--- config.mk ---
export PLATFORM = sky130hd
export DESIGN_NAME = fetch_unit
export DESIGN_NICKNAME = d
export VERILOG_FILES = /design/src/rtl/fetch_unit.sv
export SDC_FILE = /design/constraint.sdc
export NUM_CORES = 1
export LEC_CHECK = 0
export ABC_AREA = 1
export CORE_AREA = 4 4 83 85
export CTS_BUF_LIST = sky130_fd_sc_hd__clkbuf_8
export CTS_CLUSTER_SIZE = 24
export DETAILED_ROUTE_END_ITERATION = 8
export DIE_AREA = 0 0 87 89
export PLACE_DENSITY = 0.82
export SLEW_MARGIN = 20
export SYNTH_ARGS = -nofsm -noshare
export SYNTH_HDL_FRONTEND = slang
export SYNTH_SLANG_ARGS = --single-unit
--- constraint.sdc ---
create_clock -name clk -period 1.4 [get_ports clk]
set_clock_uncertainty 0.1 [all_clocks]
set_input_delay 0.28 -clock clk [delete_from_list [all_inputs] [get_ports clk]]
set_output_delay 0.28 -clock clk [all_outputs]
set_load 0.03 [all_outputs]
--- src/rtl/fetch_unit.sv ---
// -----------------------------------------------------------------------------
// fetch_unit
//   Instruction fetch stage. Owns the program counter and the link register
//   (or a small return-address stack), drives a synchronous instruction ROM
//   and presents INS / INS_addr / INS_valid to the instruction decoder.
//   A taken jump/call/return costs exactly one bubble; stall freezes the stage.
//
// Optional feature (macro RETURN_STACK_EN):
//   defined   : link becomes a STACK_DEPTH-entry circular LIFO, linkreg shows
//               the top entry, stack_err flags overflow/underflow (sticky).
//   undefined : single link register, stack_err tied low.
//
// Ports
//   clk, rst          clock (rising edge), synchronous active-high reset
//   stall             hold fetch state and outputs
//   load_pc           redirect request from decoder
//   PC_source         0: target = new_pc, 1: target = link (return)
//   new_pc            jump/call target
//   load_linkreg      call: write new_linkreg into link
//   new_linkreg       return address
//   imem_addr         ROM read address (= pc_q)
//   imem_en           ROM read enable (= ~stall), ROM holds output when low
//   imem_data         ROM data, one-cycle latency
//   INS, INS_addr     instruction and its address
//   INS_valid         INS is architecturally live
//   linkreg           current link value (top of stack when enabled)
//   stack_err         sticky over/underflow flag
// -----------------------------------------------------------------------------
`default_nettype none

module fetch_unit #(
  parameter int                  ADDR_W      = 16,
  parameter int                  INS_W       = 21,
  parameter logic [ADDR_W-1:0]   RESET_PC    = 16'h0000,
  parameter logic [INS_W-1:0]    NOP_WORD    = 21'h1F0000,
  parameter int                  STACK_DEPTH = 4
) (
  input  logic              clk,
  input  logic              rst,
  input  logic              stall,
  input  logic              load_pc,
  input  logic              PC_source,
  input  logic [ADDR_W-1:0] new_pc,
  input  logic              load_linkreg,
  input  logic [ADDR_W-1:0] new_linkreg,
  output logic [ADDR_W-1:0] imem_addr,
  output logic              imem_en,
  input  logic [INS_W-1:0]  imem_data,
  output logic [INS_W-1:0]  INS,
  output logic [ADDR_W-1:0] INS_addr,
  output logic              INS_valid,
  output logic [ADDR_W-1:0] linkreg,
  output logic              stack_err
);

  logic [ADDR_W-1:0] pc_q, pc_d;
  logic [ADDR_W-1:0] ins_addr_q, ins_addr_d;
  logic              ins_valid_q, ins_valid_d;
  logic              squash_q, squash_d;

  logic              redirect;
  logic              call;
  logic [ADDR_W-1:0] ret_target;
  logic [ADDR_W-1:0] target;

  // Decoder requests only count against a live instruction; squash_q marks the
  // bubble slot so a request sampled there can never be acted upon.
  assign redirect = load_pc & ins_valid_q & ~squash_q & ~stall;
  assign call     = load_linkreg & ins_valid_q & ~squash_q & ~stall;
  assign target   = PC_source ? ret_target : new_pc;

  assign imem_addr = pc_q;
  assign imem_en   = ~stall;
  assign INS_addr  = ins_addr_q;
  assign INS_valid = ins_valid_q;
  // The ROM output register holds under stall, so INS holds with it.
  assign INS       = ins_valid_q ? imem_data : NOP_WORD;

  // Next-state for PC and the decoder-facing pipeline registers.
  always_comb begin
    pc_d        = pc_q;
    ins_addr_d  = ins_addr_q;
    ins_valid_d = ins_valid_q;
    squash_d    = squash_q;
    if (stall) begin
      pc_d        = pc_q;
      ins_addr_d  = ins_addr_q;
      ins_valid_d = ins_valid_q;
      squash_d    = squash_q;
    end else begin
      // The word being latched by the ROM on a redirect edge is the
      // sequential successor; it is the bubble and must not be live.
      squash_d    = redirect;
      ins_valid_d = ~redirect;
      ins_addr_d  = pc_q;
      if (redirect) begin
        pc_d = target;
      end else begin
        pc_d = pc_q + ADDR_W'(1);
      end
    end
  end

  // PC and pipeline register state.
  always_ff @(posedge clk) begin
    if (rst) begin
      pc_q        <= RESET_PC;
      ins_addr_q  <= RESET_PC;
      ins_valid_q <= 1'b0;
      squash_q    <= 1'b0;
    end else begin
      pc_q        <= pc_d;
      ins_addr_q  <= ins_addr_d;
      ins_valid_q <= ins_valid_d;
      squash_q    <= squash_d;
    end
  end

`ifdef RETURN_STACK_EN
  localparam int PTR_W = (STACK_DEPTH > 1) ? $clog2(STACK_DEPTH) : 1;
  localparam int CNT_W = $clog2(STACK_DEPTH + 1);

  logic [ADDR_W-1:0] stk_q [STACK_DEPTH];
  logic [ADDR_W-1:0] stk_d [STACK_DEPTH];
  logic [PTR_W-1:0]  top_q, top_d;
  logic [CNT_W-1:0]  cnt_q, cnt_d;
  logic              err_q, err_d;
  logic              push, pop, empty, full;
  logic [PTR_W-1:0]  top_inc, top_dec;

  // Push has priority if the decoder ever asserts call and return together.
  assign push    = call;
  assign pop     = redirect & PC_source & ~call;
  assign empty   = (cnt_q == CNT_W'(0));
  assign full    = (cnt_q == CNT_W'(STACK_DEPTH));
  assign top_inc = (top_q == PTR_W'(STACK_DEPTH - 1)) ? PTR_W'(0) : top_q + PTR_W'(1);
  assign top_dec = (top_q == PTR_W'(0)) ? PTR_W'(STACK_DEPTH - 1) : top_q - PTR_W'(1);

  assign linkreg    = empty ? ADDR_W'(0) : stk_q[top_q];
  assign ret_target = empty ? RESET_PC   : stk_q[top_q];
  assign stack_err  = err_q;

  // Return-stack next state: circular push overwrites the oldest entry when full.
  always_comb begin
    stk_d = stk_q;
    top_d = top_q;
    cnt_d = cnt_q;
    err_d = err_q;
    if (push) begin
      stk_d[top_inc] = new_linkreg;
      top_d          = top_inc;
      if (full) begin
        err_d = 1'b1;
      end else begin
        cnt_d = cnt_q + CNT_W'(1);
      end
    end else if (pop) begin
      if (empty) begin
        err_d = 1'b1;
      end else begin
        top_d = top_dec;
        cnt_d = cnt_q - CNT_W'(1);
      end
    end else begin
      err_d = err_q;
    end
  end

  // Return-stack storage, pointer, fill count and sticky error.
  always_ff @(posedge clk) begin
    if (rst) begin
      for (int i = 0; i < STACK_DEPTH; i++) begin
        stk_q[i] <= ADDR_W'(0);
      end
      top_q <= PTR_W'(0);
      cnt_q <= CNT_W'(0);
      err_q <= 1'b0;
    end else begin
      stk_q <= stk_d;
      top_q <= top_d;
      cnt_q <= cnt_d;
      err_q <= err_d;
    end
  end
`else
  logic [ADDR_W-1:0] link_q, link_d;

  assign linkreg    = link_q;
  assign ret_target = link_q;
  assign stack_err  = 1'b0;

  // Single link register: written by a call, left untouched by a return.
  always_comb begin
    link_d = link_q;
    if (call) begin
      link_d = new_linkreg;
    end else begin
      link_d = link_q;
    end
  end

  // Link register state.
  always_ff @(posedge clk) begin
    if (rst) begin
      link_q <= ADDR_W'(0);
    end else begin
      link_q <= link_d;
    end
  end
`endif

endmodule

`default_nettype wire
== Word level (Yosys, flattened, before mapping) ==
Index checks and enable logic that the tools add are counted.

* Word-level logic and storage cells: 18
* Output and inout bits: 72
* Bits in registers: 50
* Bits of input ports: 59

* Bitwise logic cells: 9
* Multiplexer cells: 3
* Add/sub/neg operators: 1

{| class="wikitable"
|+ Operators by type and width
! operator !! number
|-
| 2-to-1 mux 16 bit || 2
|-
| 2-to-1 mux 21 bit || 1
|-
| adder 16 x 1 -> 16 bit (second input constant) || 1
|-
| bitwise AND 1 bit || 6
|-
| inverter 1 bit || 3
|}

== Logic depth before layout (Yosys ltp) ==
* Depth in word-level cells: 4
* Mapped depth: 8
* Mapped depth without buffers: 8

== Least setup slack after synthesis ==
OpenSTA, ideal clock, no wires.

* Path kind: reg2out
* Start: register ins_valid_q (netlist: INS_valid)
* End: output port INS[10]
* Slack: -0.270 ns
* Cell stages (with the launch flop): 5
* Required time: 1.020 ns
* Arrival: 1.290 ns
* Buffers on the path: 2
* Path through: dfxtp_1 -> buf_2 -> buf_1 -> nand2_1 -> inv_1

* Longest elaborated chain between the ends: 1

{| class="wikitable"
|+ Ends and longest elaborated chain
! what !! RTL line !! text
|-
| start, declared || 58 || <nowiki>logic ins_valid_q, ins_valid_d;</nowiki>
|-
| start signal, assigned || 114 || <nowiki>ins_valid_q <= ins_valid_d;</nowiki>
|-
| 2-to-1 mux 21 bit || 77 || <nowiki>assign INS = ins_valid_q ? imem_data : NOP_WORD;</nowiki>
|-
| end, declared || 49 || <nowiki>output logic [INS_W-1:0] INS,</nowiki>
|}

No other way between the ends.

== Worst setup path after layout ==
* Start: register ins_valid_q (netlist: INS_valid)
* End: output port INS[16]

Same word-level chain as after synthesis.

==> key figures <==
Synthesis
  • Warnings from Yosys: 0
  • Gate Count Post-Synth: 376
  • Post-synthesis area per instance: 6.615 sq um
  • Yosys reg bits: 50
  • Syn nets: 436
  • Post-synth cell types: 27
  • Seq/Total Area, Yosys: 0.4024
  • Synthesized area: 2487 sq um

Global routing
  • Vias in the first global route: 2,850
  • Largest net degree at the start of global routing: 31
  • Initial antenna violation count: 0
  • Tot GR Track Use: 0.2111
  • GRT Residual Overflow: 0
  • First-pass GRT wire length: 13,060 microns

Place
  • Area after DPL: 3844 sq um
  • HPWL after detailed placement: 6390 microns
  • Routability Congestion: 0.9030
  • Post-placement cell count: 584
  • Buffers on Ports: 129

Clock network
  • Skew-Pair Late Insertion Delay: 0.30 ns
  • Max Root-Sink Buffers: 2
  • Root Buffer: clkbuf_8
  • Clock Sinks: 50
  • CTS buffer count: 5
  • # H-tree levels: 2
  • Clock Pin Slew Worst Setup and Hold Paths: 0.09 ns
  • CTS tree: yes

Min path
  • HP Class: register to register

STA
  • # setup viols final: 28
  • Final Hold Slack: 0.3716 ns
  • RSZ-0062 raised after global routing: true
  • Fin crit period: 1.487 ns
  • Period utilisation layout: 1.062
  • Fmax: 672.3 MHz
  • Setup TNS: -1.263 ns
  • Fin. Hold Viols: 0
  • Setup ws final: -0.08736 ns
  • Final Max Tran Viols: 0

Layout
  • Final net count: 575
  • Share of cells above drive strength 1: 0.2829
  • Final instance area: 4078 sq um
  • Diode count: 0
  • Layout area overhead: 63.93%
  • Finished Layout Cells: 593

Power
  • Maximum VDD drop: 0.5702 mV
  • Pwr/cell area: 808.7 nW/um^2
  • LEAKAGE: 1.825 nW

Die
  • Core box area: 6205 sq um
  • Num ports: 131
  • Die height: 89 microns
  • Die ar.: 7743 sq um
  • Die W: 87 microns
  • Number of placement rows: 29
  • Initial Util: 0.4009

Status
  • Failing checks: negative setup slack
  • Status: finished with violations

Detailed routing
  • Pre-antenna DRT Iters: 5
  • DRC viols: 0
  • Initial DRC count: 260
  • Via/cell ratio: 4.906
  • WL/cell: 13.87 microns
  • DR vias: 2,909
  • Final wirelength: 8227 microns
  • Antenna viol nets, final: 0

Worst setup path
  • Worst EP required: 1.02 ns
  • Max FO, Critical Path: 5
  • Crit end category: output pin
  • Critical path class: register to output pin
  • CP Data Arrival Time: 1.11 ns
  • Worst setup SP type: register

Flow run
  • Max-Cap Viols: 0
-- power by group --
group | internal, W | switching (W) | total (W)
combinational | 0.000436 | 0.000504 | 0.000940
sequential | 0.00150 | 0.0000620 | 0.00156
clock | 0.000335 | 0.000464 | 0.000799
total | 0.00227 | 0.00103 | 0.00330
-- worst max-delay path, cell delays in order, from the launching register on --
cell and delay [ns]:
dfxtp_2 0.37, inv_2 0.07, or2_4 0.23, buf_6 0.14
-- kinds of logic after synthesis --
kind of cell / Yosys count / synth area share
AND/OR/NAND/NOR: 128 / 0.2153
AO/OA/AOI/OAI: 121 / 0.2530
buffers and inverters: 73 / 0.1157
flip-flops: 50 / 0.4024
XOR/XNOR: 2 / 0.007044
adder cells (fa/ha/maj): 1 / 0.005029
other: 1 / 0.001508
-- worst paths after layout --
check / from / cells past startpoint / to / slack [ns]
min reg2reg: linkreg[1] / 2 / linkreg[1] / 0.37
min: linkreg[1] / 2 / linkreg[1] / 0.37
max: INS_valid / 3 / INS[16] / -0.09
max reg2reg: INS_valid / 6 / imem_addr[4] / -0.04
-- timing repair --
item,in CTS,in global routing
gates resized for setup,82,14
endpoints found under the setup margin,44,41
setup buffers,1,0
hold buffers,0,0
hold endpoints to repair,0,0
pin swaps,1,2
-- per-layer routing --
layer  vias up  track usage  share of wire
li1       1487            -              -
met1      1305       0.2479           0.40
met2       104       0.3865           0.52
met3        13      0.04332          0.066
met4         0      0.06232          0.014
met5         -            0              0
-- flip-flops by register name (all words and copies together) (netlist names) --
name,count
INS_addr,16
INS_valid,1
linkreg,16
squash_q,1
imem_addr,16
-- stage by stage --
| step | util | setup WS [ns] | total power (W) |
|---|---|---|---|
| CTS | 0.6528 | -0.08453 | 0.003312 |
| global route | 0.6572 | -0.1150 | 0.003441 |
| finish | 0.6572 | -0.08736 | 0.003298 |
| floorplan | - | 0.001057 | 0.002038 |
| detailed placement | 0.6195 | -0.5615 | 0.002481 |
| global placement | 0.6195 | -0.5410 | 0.002467 |
-- cell usage in the layout (no fill, tap or decap), drive strengths merged --
cell,n
a21oi,59
o21bai,2
clkdlybuf4s15,4
xor2,2
or2,5
inv,55
clkinv,1
nand2,73
dlygate4sd2,1
a31oi,1
clkbuf,6
dfxtp,50
ha,1
nand3,14
clkdlybuf4s50,57
nand4,3
nor2,33
o21ai,55
buf,89
o211ai,4
conb,1
-- synthesized netlist by cell type, drive strengths merged --
master	number	share of area
inv	52	0.078
o21bai	2	0.0075
buf	6	0.014
o21ai	55	0.11
a21oi	59	0.12
o211ai	4	0.012
clkinv	1	0.0020
nand3	14	0.028
conb	1	0.0015
nand4	3	0.0075
dfxtp	50	0.40
clkbuf	14	0.022
or2	5	0.013
nor2	33	0.054
nand2	73	0.11
a31oi	1	0.0025
ha	1	0.0050
xor2	2	0.0070
-- layout make-up --
cell class / instances / area (sq um)
clock buffers: 5 / 68.82
clock inverters: 3 / 11.26
fillers: 552 / 2127
inverters: 53 / 202.7
multi-input cells: 253 / 1245
flip-flops and latches: 50 / 1025
well taps: 77 / 96.34
repair buffers: 152 / 1429
(Power assumes the default switching activity.)
